===== src/rtl/mem_pkg.sv =====
// Shared types and constants for the MEM-stage data-memory access controller.
package mem_pkg;

    typedef enum logic [1:0] {
        IDLE = 2'd0,
        BUSY = 2'd1,
        DONE = 2'd2
    } state_e;

    localparam logic [31:0] ERR_DATA_DEFAULT = 32'hDEADBEEF;
    localparam logic [1:0]  WORD_ALIGN_MASK  = 2'b11;

    function automatic logic is_word_aligned(input logic [31:0] addr);
        return (addr[1:0] & WORD_ALIGN_MASK) == 2'b00;
    endfunction

endpackage


===== src/rtl/mem_access_ctrl.sv =====
// MEM-stage controller: runs a req/ack handshake with data memory for one
// load/store at a time and stalls the pipeline until the access completes.
module mem_access_ctrl
    import mem_pkg::*;
#(
    parameter int unsigned TIMEOUT  = 255,
    parameter logic [31:0] ERR_DATA = ERR_DATA_DEFAULT
) (
    input  logic        clk_i,
    input  logic        rst_i,
    input  logic        MemRead_i,
    input  logic        MemWrite_i,
    input  logic [31:0] addr_i,
    input  logic [31:0] WriteData_i,
    output logic [31:0] ReadData_o,
    output logic        pcEnable_o,
    output logic        mem_req_o,
    output logic        mem_we_o,
    output logic [31:0] mem_addr_o,
    output logic [31:0] mem_wdata_o,
    input  logic        mem_ack_i,
    input  logic [31:0] mem_rdata_i,
    output logic        mem_err_o,
    output logic [31:0] stall_cnt_o
);

    localparam int unsigned      CNT_W    = $clog2(TIMEOUT + 1);
    localparam logic [CNT_W-1:0] CNT_LAST = CNT_W'(TIMEOUT - 1);
    localparam logic [CNT_W-1:0] CNT_ONE  = CNT_W'(1);

    state_e           state;
    logic [CNT_W-1:0] wait_cnt;
    logic             access;
    logic             aligned;
    logic             conflict;

    assign access   = MemRead_i | MemWrite_i;
    assign aligned  = is_word_aligned(addr_i);
    assign conflict = MemRead_i & MemWrite_i;

    // A misaligned access never stalls: it is rejected in the same IDLE cycle.
    always_comb begin
        pcEnable_o = 1'b1;
        unique case (state)
            IDLE:    pcEnable_o = !(access && aligned);
            BUSY:    pcEnable_o = 1'b0;
            DONE:    pcEnable_o = 1'b1;
            default: pcEnable_o = 1'b1;
        endcase
    end

    always_ff @(posedge clk_i or negedge rst_i) begin
        if (!rst_i) begin
            state       <= IDLE;
            wait_cnt    <= '0;
            ReadData_o  <= '0;
            mem_req_o   <= 1'b0;
            mem_we_o    <= 1'b0;
            mem_addr_o  <= '0;
            mem_wdata_o <= '0;
            mem_err_o   <= 1'b0;
            stall_cnt_o <= '0;
        end else begin
            if (!pcEnable_o) begin
                stall_cnt_o <= stall_cnt_o + 32'd1;
            end

            unique case (state)
                IDLE: begin
                    if (access && aligned) begin
                        mem_addr_o  <= {addr_i[31:2], 2'b00};
                        mem_wdata_o <= WriteData_i;
                        mem_we_o    <= MemWrite_i;
                        mem_req_o   <= 1'b1;
                        wait_cnt    <= '0;
                        state       <= BUSY;
                        if (conflict) begin
                            mem_err_o <= 1'b1;
                        end
                    end else if (access) begin
                        mem_err_o <= 1'b1;
                    end
                end

                // Ack wins over timeout when both land on the last allowed cycle.
                BUSY: begin
                    if (mem_ack_i) begin
                        mem_req_o <= 1'b0;
                        if (!mem_we_o) begin
                            ReadData_o <= mem_rdata_i;
                        end
                        state <= DONE;
                    end else begin
                        wait_cnt <= wait_cnt + CNT_ONE;
                        if (wait_cnt == CNT_LAST) begin
                            mem_req_o <= 1'b0;
                            mem_err_o <= 1'b1;
                            if (!mem_we_o) begin
                                ReadData_o <= ERR_DATA;
                            end
                            state <= DONE;
                        end
                    end
                end

                DONE: begin
                    state <= IDLE;
                end

                default: begin
                    state <= IDLE;
                end
            endcase
        end
    end

endmodule


===== config.mk =====
export PLATFORM = sky130hd
export DESIGN_NAME = mem_access_ctrl
export DESIGN_NICKNAME = d
export VERILOG_FILES = /design/src/rtl/mem_pkg.sv /design/src/rtl/mem_access_ctrl.sv
export SDC_FILE = /design/constraint.sdc
export NUM_CORES = 1
export LEC_CHECK = 0
export ABC_AREA = 1
export CORE_UTILIZATION = 45
export CTS_CLUSTER_DIAMETER = 40
export DETAILED_ROUTE_END_ITERATION = 8
export PLACE_DENSITY_LB_ADDON = 0.2
export SLEW_MARGIN = 15
export SYNTH_ARGS = -nofsm -noshare
export SYNTH_HDL_FRONTEND = slang
export SYNTH_SLANG_ARGS = --single-unit

===== constraint.sdc =====
create_clock -name clk_i -period 1.55 [get_ports clk_i]
set_input_delay 0.31 -clock clk_i [delete_from_list [all_inputs] [get_ports clk_i]]
set_output_delay 0.31 -clock clk_i [all_outputs]
set_load 0.005 [all_outputs]

Word-level counts from Yosys, hierarchy flattened. Cells that the tools add are included. Widths: inputs -> output; s select.

Bits in registers: 139. Bits in latches: 0. Memory bits (writable): 0. ROM bits: 0. Bits of input ports: 101. Output and inout bits: 132. Word-level logic and storage cells: 57. Memories kept: 0.

$add $sub $neg: 2. $mul: 0. Divide/modulo/power cells: 0. Magnitude comparators: 0. Equality and inequality tests: 10. Shift-type cells: 0. Muxes and demuxes: 22. Bitwise operators: 2. Reduce and logical (&&, ||, !) cells: 12.

Operators by type and width (count): $mux 32 (4); $add 32x1->32 const B (1); $mux 8 (2); $pmux 8 s2 (1); $ne 2x2->1 const B (5); $ne 3x3->1 const B (3); $add 8x1->8 const B (1); $eq 8x8->1 const B (1); $mux 1 (8); $mux 2 (3); $pmux 1 s2 (3); $reduce_and 3->1 (2); $reduce_and 5->1 (1); $logic_not 2->1 (2); $pmux 2 s2 (1); $reduce_and 2->1 (2); $reduce_and 4->1 (1); $reduce_bool 2->1 (2); $eq 2x1->1 const B (1); $and 1x1->1 (1); $logic_and 1x1->1 (1); $logic_not 1->1 (1); $or 1x1->1 (1).

Longest topological paths before layout.
Depth after elaboration: 4. Depth in mapped cells: 10. Gate-level depth less buffers: 10.

Least setup slack after synthesis. Ideal clock, no wire load.

Path kind: register to register. Start point: register stall_cnt_o[0]. End point: register stall_cnt_o[18]. Setup time: 117 ps. Arrival: 1306 ps. Data required time: 1433 ps. Slack: 128 ps. Cell stages (with the launch flop): 10. Path buffers: 0. Period minus slack after synthesis: 1422 ps. Path through: dfrtp_1 > ha_1 > nand3_1 > inv_1 > nand2_1 > nor2_1 > and2_1 > nand2_1 > nand2_1 > nand2_1.

Cells in the longest elaborated chain, start to end: 1.

RTL lines: start, declared (RTL line mem_access_ctrl.sv:24) `output logic [31:0] stall_cnt_o`; start signal, assigned (RTL line mem_access_ctrl.sv:65) `stall_cnt_o <= stall_cnt_o + 32'd1;`; $add 32x1->32 (RTL line mem_access_ctrl.sv:65).

No other way between the ends. A chain may end at the register's enable or synchronous reset.

Worst setup path in the final report.
Start point: register wait_cnt[0]. End point: register ReadData_o[12].

Cells in the longest elaborated chain, start to end: 3. Elaborated cells between the ends (all ways): 4. Classes of those cells: eq/ne (2); reduce/logical (2).

RTL lines: start, declared (RTL line mem_access_ctrl.sv:32) `logic [CNT_W-1:0] wait_cnt;`; start signal, assigned (RTL line mem_access_ctrl.sv:94) `wait_cnt <= wait_cnt + CNT_ONE;`; $eq 8x8->1 (*) (RTL line mem_access_ctrl.sv:95) `if (wait_cnt == CNT_LAST) begin`; $ne 2x2->1 (no source line) or $reduce_bool 2->1 (tied branches); $reduce_and 4->1 (no source line) (*); end signal, assigned (RTL line mem_access_ctrl.sv:90) `ReadData_o <= mem_rdata_i;`; end, declared (RTL line mem_access_ctrl.sv:15) `output logic [31:0] ReadData_o,`.

Mark *: on every way between the ends. The rest lies on a longest branch, timed or not.

==> summary.md <==
| Metric | Value |
|---|---|
| Routed vias | 6012 |
| Final ANT Viol Nets | 0 |
| Die Height | 120 um |
| Sequential cell area | 3490 sq um |
| Hold_sp | MemWrite_i |
| Detailed Place HPWL | 11300 um |
| Reg2Reg Setup Slack | -0.12 ns |
| Yosys top cell by area | dfrtp_1 |
| Root Driver | clkbuf_16 |
| Hold WC Path Type | in -> reg |
| Critical R2R Capture | ReadData_o[12] |
| Synth Cell Area | 6300 sq um |
| Worst reg2reg path startpoint | wait_cnt[0] |
| Fill cells | 956 |
| Failing checks | setup timing |
| Crit path max-delay family | simple AND/OR/NAND/NOR gates |
| Sink of the worst hold path | mem_we_o |
| Post-synthesis xor/xnor area fraction | 2.36% |
| Placed insts | 1149 |
| Synth top area cells | dfrtp_1 (55%), nand2_1 (19%), o21ai_2 (4.4%) |
| Layout cells sized above 1 | 22.1% |
| Critical Path RT | 1.85 ns |
| # setup viols final | 33 |
| Placeable core region | 13500 sq um |
| RSZ-0062 raised after global routing | true |
| Final Hold Fails | 0 |
| GPL Wtd Cong | 0.793 |
| Num CTS Buffers | 17 |
| Crit Path Class | reg -> reg |
| Initial Util | 46.8% |
| Fin. max-slew vios | 0 |
| Largest buffer count on any clock path | 2 |
| Seq/Total Area, Yosys | 55.2% |
| Initial DRC count | 441 |
| CP Buf/Inv Count | 2 |
| CP Launch Type | flip-flop |
| Via density | 4.90 |
| Port bufs | 230 |
| Clk_lat worst skew | 0.43 ns |
| Mean post-synth cell area | 8.62 sq um |
| Total gr overflow | 0 |
| Crit Path Max Fanout | 8 |
| Synthesized-area fraction occupied by adder cells | 0.596% |
| Vias in the first global route | 5755 |
| Row count | 42 |
| Multi-input gate area | 2790 sq um |
| Largest family of logic cells by synthesized area | simple AND/OR/NAND/NOR gates |
| Critical path, cell by cell | inv_2 > ha_4 > nand2_2 > nor2_2 > nand2_2 > nand2_4 > nand3_4 > clkbuf_16 > nand2_4 > o21ai_2 |
| Maximum VDD drop | 0.797 mV |
| Hold slack | 0.192 ns |
| Crit path DAT | 1.97 ns |
| Layout Nets | 1144 |
| Simple-gate area share of the yosys netlist | 30.3% |
| Status | complete, but fails checks |
| Async S/R FF share, synth | 100% |
| Final Critical Period | 1.67 ns |
| Diodes inserted | 0 |
| Area Overhead vs Synth | 63.1% |
| PwrDens | 1290 nW/um^2 |
| Routed WL per cell | 15.0 um |
| H-Tree Depth | 4 |
| Sink Count | 139 |
| Syn. warnings | 0 |
| Synth top area share | 55.2% |
| Most frequent cell after synthesis | nand2_1 |
| Die Wd | 120 um |
| Drt first pass iters | 5 |
| Crit path launch | wait_cnt[0] |
| Critical Path Max Stage Delay | 0.40 ns |
| Crit. End Element | flip-flop |
| Util after Layout | 76.3% |
| Max Fclk | 0.598 GHz |
| Lkg Pwr | 5.29 nW |
| # DRC | 0 |
| Final period util | 108% |
| Post-synth cell types | 35 |
| Largest net degree at the start of global routing | 63 |
| Final setup margin | -0.122 ns |
| Post-Syn Instances | 731 |
| Setup tns final | -2.83 ns |
| Main synth FF type | dfrtp_1 |
| CTS clk-pin slew, worst paths | 0.06 ns |
| Cells on worst reg2reg path | 10 |
| Most instantiated cells after synthesis | nand2_1 (325), dfrtp_1 (139), nor2_1 (56) |
| CTS tree | yes |
| All-Layer GR Usage | 24.5% |
| Max cap viols | 0 |
| First-pass GRT wire length | 27600 um |
| Relative slew margins | 65.3% |
| Clock Skew | 0.0161 ns |
| I/O Pins | 233 |
| Post-synth EDFFs | 0 |
| Final wirelength | 18400 um |
| Mux share of post-synthesis cell area | 0% |
| Actual slew at the worst max-slew pin | 0.515 ns |
| Synth Area in Compound Gates | 5.74% |
| Layout Cells excl Fill | 1228 |
| Die Footprint | 14500 sq um |
| #FFs+latches synth | 139 |
| Antenna violations before repair | 0 |
| Hold path depth | 3 |
| Crit-path slowest cell | dfrtp_1 |
[cell usage in the layout (no fill, tap or decap), types with 3 or more instances in the layout]
| cell type | n |
|---|---|
| nand2_1 | 293 |
| dfrtp_1 | 133 |
| dlygate4sd2_1 | 128 |
| clkdlybuf4s50_1 | 96 |
| buf_4 | 71 |
| nor2_1 | 50 |
| inv_1 | 36 |
| o21ai_2 | 31 |
| nand2_4 | 29 |
| nand3_1 | 24 |
| clkbuf_16 | 21 |
| nand2_2 | 15 |
| nand4_1 | 13 |
| nor2_4 | 10 |
| xor2_1 | 9 |
| xnor2_1 | 8 |
| buf_12 | 8 |
| clkbuf_8 | 7 |
| inv_2 | 6 |
| o21ai_0 | 6 |
| dfrtp_2 | 6 |
| nor2_2 | 4 |
| a21oi_1 | 4 |
| nand3_2 | 3 |
| nor3_1 | 3 |
| clkinv_2 | 3 |
| buf_6 | 3 |
| dlymetal6s2s_1 | 3 |
[worst min-delay path, cell delays in order]
cell and delay (ns):
dlymetal6s2s_1 0.11, nand2_1 0.07, o21ai_0 0.07
[where the power goes]
group,internal [mW],switching (mW),total [mW]
clock,2.65,1.48,4.13
combinational,2.20,1.75,3.95
sequential,4.54,0.650,5.19
total,9.39,3.88,13.3
[kinds of logic after synthesis]
logic type,Yosys count
other,1
AND/OR/NAND/NOR,454
buffers and inverters,71
XOR/XNOR,17
flip-flops,139
AO/OA/AOI/OAI,46
adder cells (fa/ha/maj),3
[state kept, by name, summed over array words and instances (netlist names)]
register / flops
ReadData_o: 32
mem_wdata_o: 32
stall_cnt_o: 32
mem_addr_o: 30
wait_cnt: 8
state: 2
mem_err_o: 1
mem_req_o: 1
mem_we_o: 1
[metal layers]
metal	vias up	track usage, %	share of wire, %
met4	0	8.26	2.1
li1	2897	-	-
met2	248	40.6	49
met3	39	8.58	8.0
met5	-	0	0
met1	2828	29.6	41
[per-stage QoR]
step,cell area [sq um],setup WS [ns],power [mW]
6_report,10300,-0.122,13.3
5_1_grt,10300,-0.206,14.0
4_1_cts,9770,-0.0487,12.7
3_5_place_dp,9020,-0.433,8.99
3_3_place_gp,9020,-0.419,8.90
2_1_floorplan,6300,0.128,6.39
[what timing repair did]
| action | 4_1_cts | 5_1_grt |
|---|---|---|
| endpoints found under the setup margin | 131 | 107 |
| cloned | 1 | 5 |
| hold buffers | 1 | 0 |
| buffers inserted | 34 | 7 |
| endpoints found under the hold margin | 35 | 0 |
| resized for setup | 142 | 89 |
| pin swaps | 0 | 12 |
[worst max-delay path by stage]
stage	slack (ns)	depth (start not counted)	to
6_report	-0.12	10	ReadData_o[12]
4_1_cts	-0.05	7	pcEnable_o
3_3_place_gp	-0.42	7	pcEnable_o
3_5_place_dp	-0.43	7	pcEnable_o
5_1_grt	-0.21	10	ReadData_o[12]
2_1_floorplan	0.13	9	stall_cnt_o[18]
[area by class of cell]
type | count | area share, %
repair buffers | 316 | 29.2
inverters | 44 | 1.66
flip-flops and latches | 139 | 33.9
multi-input cells | 522 | 27.2
well taps | 176 | 2.14
clock inverters | 6 | 0.804
clock buffers | 25 | 5.12
No activity file was read; power rests on OpenSTA's default activity.
